### config.mk
export PLATFORM = sky130hd
export DESIGN_NAME = dmem_port
export DESIGN_NICKNAME = d
export VERILOG_FILES = /design/src/rtl/dmem_pkg.sv /design/src/rtl/dmem_lane.sv /design/src/rtl/dmem_port.sv
export SDC_FILE = /design/constraint.sdc
export NUM_CORES = 1
export LEC_CHECK = 0
export ABC_AREA = 1
export BUFFER_PORTS_ARGS = -buffer_cell sky130_fd_sc_hd__buf_2
export CORE_MARGIN = 2
export CORE_UTILIZATION = 45
export DETAILED_ROUTE_END_ITERATION = 8
export HOLD_SLACK_MARGIN = 0.02
export PLACE_DENSITY = 0.82
export SLEW_MARGIN = 20
export SYNTH_ARGS = -nofsm -noshare
export SYNTH_HDL_FRONTEND = slang
export SYNTH_HIERARCHICAL = 1
export SYNTH_SLANG_ARGS = --single-unit
### constraint.sdc
create_clock -name clk -period 2.1 [get_ports clk]
set_input_delay 0.21 -clock clk [delete_from_list [all_inputs] [get_ports clk]]
set_output_delay 0.21 -clock clk [all_outputs]
set_load 0.02 [all_outputs]
### src/rtl/dmem_pkg.sv
// dmem_pkg: shared types and constants for the data-memory port.
// Holds the FSM state encoding, the access-size encoding and the big-endian lane-enable constants.
package dmem_pkg;

    typedef enum logic [1:0] {
        ST_IDLE   = 2'd0,
        ST_ACCESS = 2'd1,
        ST_DONE   = 2'd2
    } state_e;

    typedef enum logic [1:0] {
        SZ_BYTE = 2'd0,
        SZ_HALF = 2'd1,
        SZ_WORD = 2'd2
    } size_e;

    // Big-endian lanes: lane 0 (offset 0) is bit 3 of the enable and bits [31:24] of the data.
    localparam logic [3:0] BE_BYTE0   = 4'b1000;
    localparam logic [3:0] BE_HALF_HI = 4'b1100;
    localparam logic [3:0] BE_HALF_LO = 4'b0011;
    localparam logic [3:0] BE_WORD    = 4'b1111;

    // Collapses the MEM-stage size flags into one size code; no flag set means a word access.
    function automatic size_e decode_size(input logic sb, input logic sh,
                                          input logic lb, input logic lh);
        decode_size = SZ_WORD;
        if (sb | lb) begin
            decode_size = SZ_BYTE;
        end else if (sh | lh) begin
            decode_size = SZ_HALF;
        end
    endfunction

endpackage

### src/rtl/dmem_lane.sv
// dmem_lane: purely combinational byte-lane steering for the data-memory port.
// Request side: byte enables, store-data replication and the alignment check.
// Load side: extracts the addressed byte/half from bus read data, right-justified, upper bits zero.
module dmem_lane
    import dmem_pkg::*;
(
    input  logic [1:0]  req_size_i,
    input  logic [1:0]  req_off_i,
    input  logic [31:0] req_wdata_i,
    input  logic [1:0]  ld_size_i,
    input  logic [1:0]  ld_off_i,
    input  logic [31:0] ld_rdata_i,
    output logic [3:0]  be_o,
    output logic [31:0] wdata_o,
    output logic        aligned_o,
    output logic [31:0] ld_data_o
);

    // Map size and offset to lane enables, replicated store data and the aligned flag.
    always_comb begin
        // NOTE: every output is given a default before the case, so no path can infer a latch.
        be_o      = BE_WORD;
        wdata_o   = req_wdata_i;
        aligned_o = (req_off_i == 2'b00);
        case (req_size_i)
            SZ_BYTE: begin
                be_o      = BE_BYTE0 >> req_off_i;
                wdata_o   = {4{req_wdata_i[7:0]}};
                aligned_o = 1'b1;
            end
            SZ_HALF: begin
                be_o      = req_off_i[1] ? BE_HALF_LO : BE_HALF_HI;
                wdata_o   = {2{req_wdata_i[15:0]}};
                aligned_o = ~req_off_i[0];
            end
            default: ;
        endcase
    end

    // Shift the addressed byte or half of the returned word down to bit 0.
    always_comb begin
        ld_data_o = ld_rdata_i;
        case (ld_size_i)
            SZ_BYTE: begin
                case (ld_off_i)
                    2'd0:    ld_data_o = {24'b0, ld_rdata_i[31:24]};
                    2'd1:    ld_data_o = {24'b0, ld_rdata_i[23:16]};
                    2'd2:    ld_data_o = {24'b0, ld_rdata_i[15:8]};
                    default: ld_data_o = {24'b0, ld_rdata_i[7:0]};
                endcase
            end
            SZ_HALF: begin
                ld_data_o = ld_off_i[1] ? {16'b0, ld_rdata_i[15:0]} : {16'b0, ld_rdata_i[31:16]};
            end
            default: ;
        endcase
    end

endmodule

### src/rtl/dmem_port.sv
// dmem_port: turns MEM-stage load/store requests into aligned, byte-enabled, handshaked bus accesses
// and freezes the pipeline (busy) until each access completes. Sign/zero extension is left to write-back.
// Optional feature: define DMEM_STORE_BUF_EN to add a one-entry posted-store buffer.
module dmem_port
    import dmem_pkg::*;
#(
    parameter int unsigned WAIT_LIMIT = 255
) (
    input  logic        clk,
    input  logic        reset,
    input  logic        req_valid,
    input  logic [31:0] mem_addr,
    input  logic [31:0] mem_write_data,
    input  logic        mem_wr,
    input  logic        mem_sb,
    input  logic        mem_sh,
    input  logic        mem_lb,
    input  logic        mem_lh,
    output logic [31:0] mem_read_data,
    output logic        busy,
    output logic        align_err,
    output logic        bus_err,
    output logic        bus_req,
    output logic        bus_we,
    output logic [29:0] bus_addr,
    output logic [31:0] bus_wdata,
    output logic [3:0]  bus_be,
    input  logic        bus_ack,
    input  logic [31:0] bus_rdata
);

    localparam int unsigned      CNT_W     = (WAIT_LIMIT > 255) ? $clog2(WAIT_LIMIT + 1) : 8;
    localparam logic [CNT_W-1:0] CNT_MAX   = '1;
    localparam logic [CNT_W-1:0] CNT_LIMIT = CNT_W'(WAIT_LIMIT);

    state_e           state_q, state_d;
    logic [CNT_W-1:0] cnt_q, cnt_d, cnt_inc;
    logic [29:0]      addr_q;
    logic [3:0]       be_q;
    logic [31:0]      wdata_q;
    logic             we_q;
    logic [1:0]       ld_size_q;
    logic [1:0]       ld_off_q;
    logic [31:0]      rdata_q;
    logic             align_err_q;
    logic             bus_err_q;
    logic             bus_req_q;

    logic [1:0]       req_size;
    logic [3:0]       lane_be;
    logic [31:0]      lane_wdata;
    logic             lane_aligned;
    logic [31:0]      lane_ld_data;

    logic             in_idle, in_access;
    logic             accept, misalign, ack_done, timeout;
    logic             post_now, posted_q;

    assign req_size = decode_size(mem_sb, mem_sh, mem_lb, mem_lh);

    dmem_lane u_lane (
        .req_size_i  (req_size),
        .req_off_i   (mem_addr[1:0]),
        .req_wdata_i (mem_write_data),
        .ld_size_i   (ld_size_q),
        .ld_off_i    (ld_off_q),
        .ld_rdata_i  (bus_rdata),
        .be_o        (lane_be),
        .wdata_o     (lane_wdata),
        .aligned_o   (lane_aligned),
        .ld_data_o   (lane_ld_data)
    );

    assign in_idle   = (state_q == ST_IDLE);
    assign in_access = (state_q == ST_ACCESS);
    assign accept    = in_idle & req_valid & lane_aligned;
    assign misalign  = in_idle & req_valid & ~lane_aligned;
    assign ack_done  = in_access & bus_ack;

    // The wait counter saturates; an ack in the limit cycle wins over the timeout.
    assign cnt_inc   = (cnt_q == CNT_MAX) ? cnt_q : cnt_q + 1'b1;
    assign timeout   = in_access & ~bus_ack & (cnt_inc >= CNT_LIMIT);

`ifdef DMEM_STORE_BUF_EN
    // An aligned store accepted from IDLE is posted: the pipeline moves on while it drains.
    assign post_now = accept & mem_wr;

    // Remember whether the in-flight access is a posted store the pipeline has already passed.
    always_ff @(posedge clk or negedge reset) begin
        if (!reset) begin
            posted_q <= 1'b0;
        end else if (accept) begin
            posted_q <= post_now;
        end
    end
`else
    assign post_now = 1'b0;
    assign posted_q = 1'b0;
`endif

    // Freeze the pipeline while a blocking access is accepted or in flight, or while a new
    // request waits behind a posted-store drain; reset drops it immediately.
    assign busy = reset & ((accept & ~post_now) | (in_access & (~posted_q | req_valid)));

    // Next-state and wait-counter logic.
    always_comb begin
        state_d = state_q;
        cnt_d   = cnt_q;
        unique case (state_q)
            ST_IDLE: begin
                if (accept) begin
                    state_d = ST_ACCESS;
                    cnt_d   = '0;
                end
            end
            ST_ACCESS: begin
                if (ack_done || timeout) begin
                    // A posted drain has no pipeline step to release, so it skips DONE.
                    state_d = posted_q ? ST_IDLE : ST_DONE;
                end
                if (!bus_ack) begin
                    cnt_d = cnt_inc;
                end
            end
            ST_DONE:  state_d = ST_IDLE;
            default:  state_d = ST_IDLE;
        endcase
    end

    // FSM state, wait counter and the registered bus request.
    always_ff @(posedge clk or negedge reset) begin
        if (!reset) begin
            state_q   <= ST_IDLE;
            cnt_q     <= '0;
            bus_req_q <= 1'b0;
        end else begin
            // NOTE: sequential state uses non-blocking assignments so every flop samples pre-edge values.
            state_q   <= state_d;
            cnt_q     <= cnt_d;
            bus_req_q <= (state_d == ST_ACCESS);
        end
    end

    // Latch the aligned request on acceptance; it stays stable for the whole bus access.
    always_ff @(posedge clk or negedge reset) begin
        if (!reset) begin
            addr_q    <= '0;
            be_q      <= '0;
            wdata_q   <= '0;
            we_q      <= 1'b0;
            ld_size_q <= SZ_WORD;
            ld_off_q  <= 2'b00;
        end else if (accept) begin
            addr_q    <= mem_addr[31:2];
            be_q      <= lane_be;
            wdata_q   <= lane_wdata;
            we_q      <= mem_wr;
            ld_size_q <= req_size;
            ld_off_q  <= mem_addr[1:0];
        end
    end

    // Load result register: captures on ack, cleared on timeout or a misaligned load, else holds.
    always_ff @(posedge clk or negedge reset) begin
        if (!reset) begin
            rdata_q <= '0;
        end else if (ack_done && !we_q) begin
            rdata_q <= lane_ld_data;
        end else if (timeout && !posted_q) begin
            rdata_q <= '0;
        end else if (misalign && !mem_wr) begin
            rdata_q <= '0;
        end
    end

    // One-cycle error pulses, visible the cycle after the offending event.
    always_ff @(posedge clk or negedge reset) begin
        if (!reset) begin
            align_err_q <= 1'b0;
            bus_err_q   <= 1'b0;
        end else begin
            align_err_q <= misalign;
            bus_err_q   <= timeout;
        end
    end

    assign mem_read_data = rdata_q;
    assign align_err     = align_err_q;
    assign bus_err       = bus_err_q;
    assign bus_req       = bus_req_q;
    assign bus_we        = we_q;
    assign bus_addr      = addr_q;
    assign bus_wdata     = wdata_q;
    assign bus_be        = be_q;

endmodule

==> impl_results.md <==
- CTS max path bufs: 2
- ANT cells: 0
- Finished Core Util: a little over three fifths
- CP startpoint kind: register
- Sequential cell fraction of total power: about a third
- Initial drt markers: 440
- Core Rows: slightly above 40
- CP Launch Point: cnt_q[1]$_DFFE_PN0P_
- Period minus WS final: roughly 2 ns
- CP Cell Sequence: ha_1 > nand3_1 > inv_2 > nand2_4 > nand2_1 > nand3_1 > nor2_4 > nand3_4 > buf_12 > nand3_1 > nand2_1
- Syn nets: 900
- Post-DP HPWL: 11300 µm
- Sw Pwr: 3.90 mW
- Routability-driven placement congestion ratio: 0.858
- Hold EP: bus_wdata[7]$_DFFE_PN0P_
- Layout cell share with drive strength beyond 1: 29.7%
- Internal power: 6.03 mW
- Root buf cell: clkbuf_16
- Synth warn: 6
- Post-synth EDFFs: 0
- Worst-path clk slew: 0.06 ns
- PwrDens: 1240 nW/µm²
- Clock Latency Late Sink: slightly above 0.4 ns
- Setup TNS: 0 ns
- Die area: roughly 14000 µm²
- GRT overflow: 0
- Total chip power: 9.93 mW
- Vias in the first global route: 5571
- Initial antenna violation count: 0
- Maxcap violations: 0
- Clock network power share: 28.9%
- Slew Limit Fails: 0
- DRC: 0
- Comb pwr share: a little over a third
- Most used cell along the critical path: nand3_1
- Vias per cell: 4.86
- Core ar.: 12700 µm²
- Hold Path Cell Cnt: 3
- Req. time, crit path: 2.39 ns
- Netlist cell types: 29
- Flop-to-flop setup slack: 0.13 ns
- Worst path slowest cell: dfrtp_1
- Syn_area_per_cell: 7.47 µm²
- Htree depth: 4
- Largest net degree at the start of global routing: between 100 and 150
- DR vias: 5876
- Sw frac: 39.3%
- Buffers added on ports: 207
- Total global-route track usage: 24.0%
- Number of CTS-inserted buffers: 17
- Setup crit end kind: register
- First-pass GRT wire length: 26900 µm
- Layout area overhead: 35.3%
- Nets: 1130
- Worst Clk Skew: 0.00734 ns
- Final period util: 93.7%
- Static leakage: 4.73 nW
- Finish-stage setup viols: 0
- Synthesized area: 5930 µm²
- Synth Flop Type: dfrtp_1
- Least-Margin Pin Slew: ~0.6 ns
- R2R Path Start: cnt_q[1]$_DFFE_PN0P_
- Cell count after synthesis: 794
- Final Cell Area: 8030 µm²
- Largest stage delay, worst path: 0.41 ns
- Status: finished, final reports clean
- Cells on worst reg2reg path: 11
- Hold Violations, Final: 0
- FF+latch count, synth: 116
- Fmax: 508 MHz
- Hold/Removal Path Class: in2reg
- CTS tree: yes
- Critical path peak fanout: 34
- Critical Path AT: 2.26 ns
- WL/cell: 13.8 µm
- Critical path class: reg2reg
- VDD IR-drop max: 628 µV
- IO Pins: roughly 210
- CTS sink cnt: ~120
- Starting density of the core: 46.6%
- Post-DRT Antenna Nets: 0
- Seq/Total Area, Yosys: 48.9%
- R2R Path End: mem_read_data[27]$_DFFE_PN0P_
- Die Y: 119 µm
- Startpoint of the worst hold path: mem_write_data[7]
- RSZ-0062 raised after global routing: false
- Total Routed Length: between 15000 and 20000 µm
- DRT Pass-1 Iters: 5
- Width of the die: between 100 and 150 µm
- Async set-reset flop share out of synthesis: 100%
- Placed Instance Area: 7130 µm²
- Slew margin rel.: 60.3%
## cell usage in the layout (no fill, tap or decap), types with 2 or more instances in the layout
cell type,instances
inv_1,32
dlygate4sd3_1,30
nand3_1,30
clkinv_2,5
clkbuf_16,17
a22o_1,2
nand2_2,2
nand2_1,486
clkinv_4,2
nor2_1,12
buf_12,7
dfrtp_1,115
nor2_2,3
inv_2,7
buf_2,206
clkinvlp_4,4
bufinv_16,3
nand3_2,27
nor2_4,7
buf_4,11
o21ai_0,14
o21ai_1,2
## logic make-up after synthesis
group | share of synthesized area (%)
AO/OA/AOI/OAI | 1.98
XOR/XNOR | 0.148
adder cells (fa/ha/maj) | 0.211
buffers and inverters | 7.47
flip-flops | 48.9
AND/OR/NAND/NOR | 41.2
## state kept, by name, summed over array words and instances, names as in the netlist
register / flops
state_q: 2
bus_wdata: 32
mem_read_data: 32
align_err: 1
bus_we: 1
ld_size_q: 2
ld_off_q: 2
bus_req: 1
bus_addr: 30
bus_err: 1
cnt_q: 8
bus_be: 4
## power groups by stage
stage               registers, mW  logic (mW)  clock network (mW)
finish                       3.47        3.59                2.87
global route                 3.56        3.93                3.05
CTS                          3.47        3.58                2.93
detailed placement           3.48        3.53                   0
global placement             3.48        3.45                   0
floorplan                    4.26        1.45                   0
## per-layer routing
metal / vias up / routed length, µm / GRT usage (%)
li1: 2885 / - / -
met1: 2678 / 6940 / 31.3
met2: 284 / 8110 / 39.5
met3: 29 / 1310 / 5.32
met4: 0 / 337 / 8.41
met5: - / 0 / 0
## critical path: cells and delay by family, from the launching register on
kind	cells	cell delay, ns
buffers and inverters	2	0.33
DFF	1	0.41
and+or+nand+nor	8	0.85
adders and majority gates	1	0.27
## metrics by stage
step                      instances  hold slack (ns)  worst slack (ns)
after floorplan                 794          -0.0856            0.0421
after global placement         1147            0.392           -0.0704
after detailed placement       1147            0.387            -0.131
after CTS                      1208           0.0209            0.0980
after global routing           1209           0.0499          0.000135
final                          1209           0.0395             0.133
## cell type report
type | count | area [µm²]
fillers | 1090 | 4700
flip-flops and latches | 116 | 2900
multi-input cells | 595 | 2610
repair buffers | 254 | 1550
clock buffers | 18 | 429
well taps | 172 | 215
clock inverters | 14 | 163
inverters | 40 | 155
## cells in the mapped netlist, types with 2 or more instances
master | n | area (µm²)
nand2_1 | 486 | 1820
dfrtp_1 | 115 | 2880
inv_1 | 33 | 124
nand3_1 | 30 | 150
nand3_2 | 27 | 270
o21ai_0 | 15 | 75.1
nor2_1 | 14 | 52.6
clkbuf_1 | 13 | 48.8
buf_2 | 11 | 55.1
buf_4 | 9 | 67.6
buf_6 | 9 | 101
inv_2 | 6 | 22.5
nor2_4 | 6 | 67.6
a22o_1 | 2 | 17.5
nand2_2 | 2 | 12.5
nor2_2 | 2 | 12.5
o21ai_1 | 2 | 10.0
## what timing repair did
item / CTS / global route
buffers inserted: 0 / 0
resized for setup: 1 / 1
cloned: 0 / 0
endpoints found under the hold margin: 143 / 1
hold buffers: 29 / 1
setup endpoints to repair: 1 / 1
## worst max path at each step
stage / end / slack (ns) / depth (start not counted)
floorplan: busy / 0.04 / 9
global placement: cnt_q[3]$_DFFE_PN0P_ / -0.07 / 11
detailed placement: cnt_q[7]$_DFFE_PN0P_ / -0.13 / 11
CTS: busy / 0.1 / 10
global route: mem_read_data[28]$_DFFE_PN0P_ / 0.0001 / 11
finish: mem_read_data[27]$_DFFE_PN0P_ / 0.13 / 11
No activity file was read; power rests on OpenSTA's default activity.
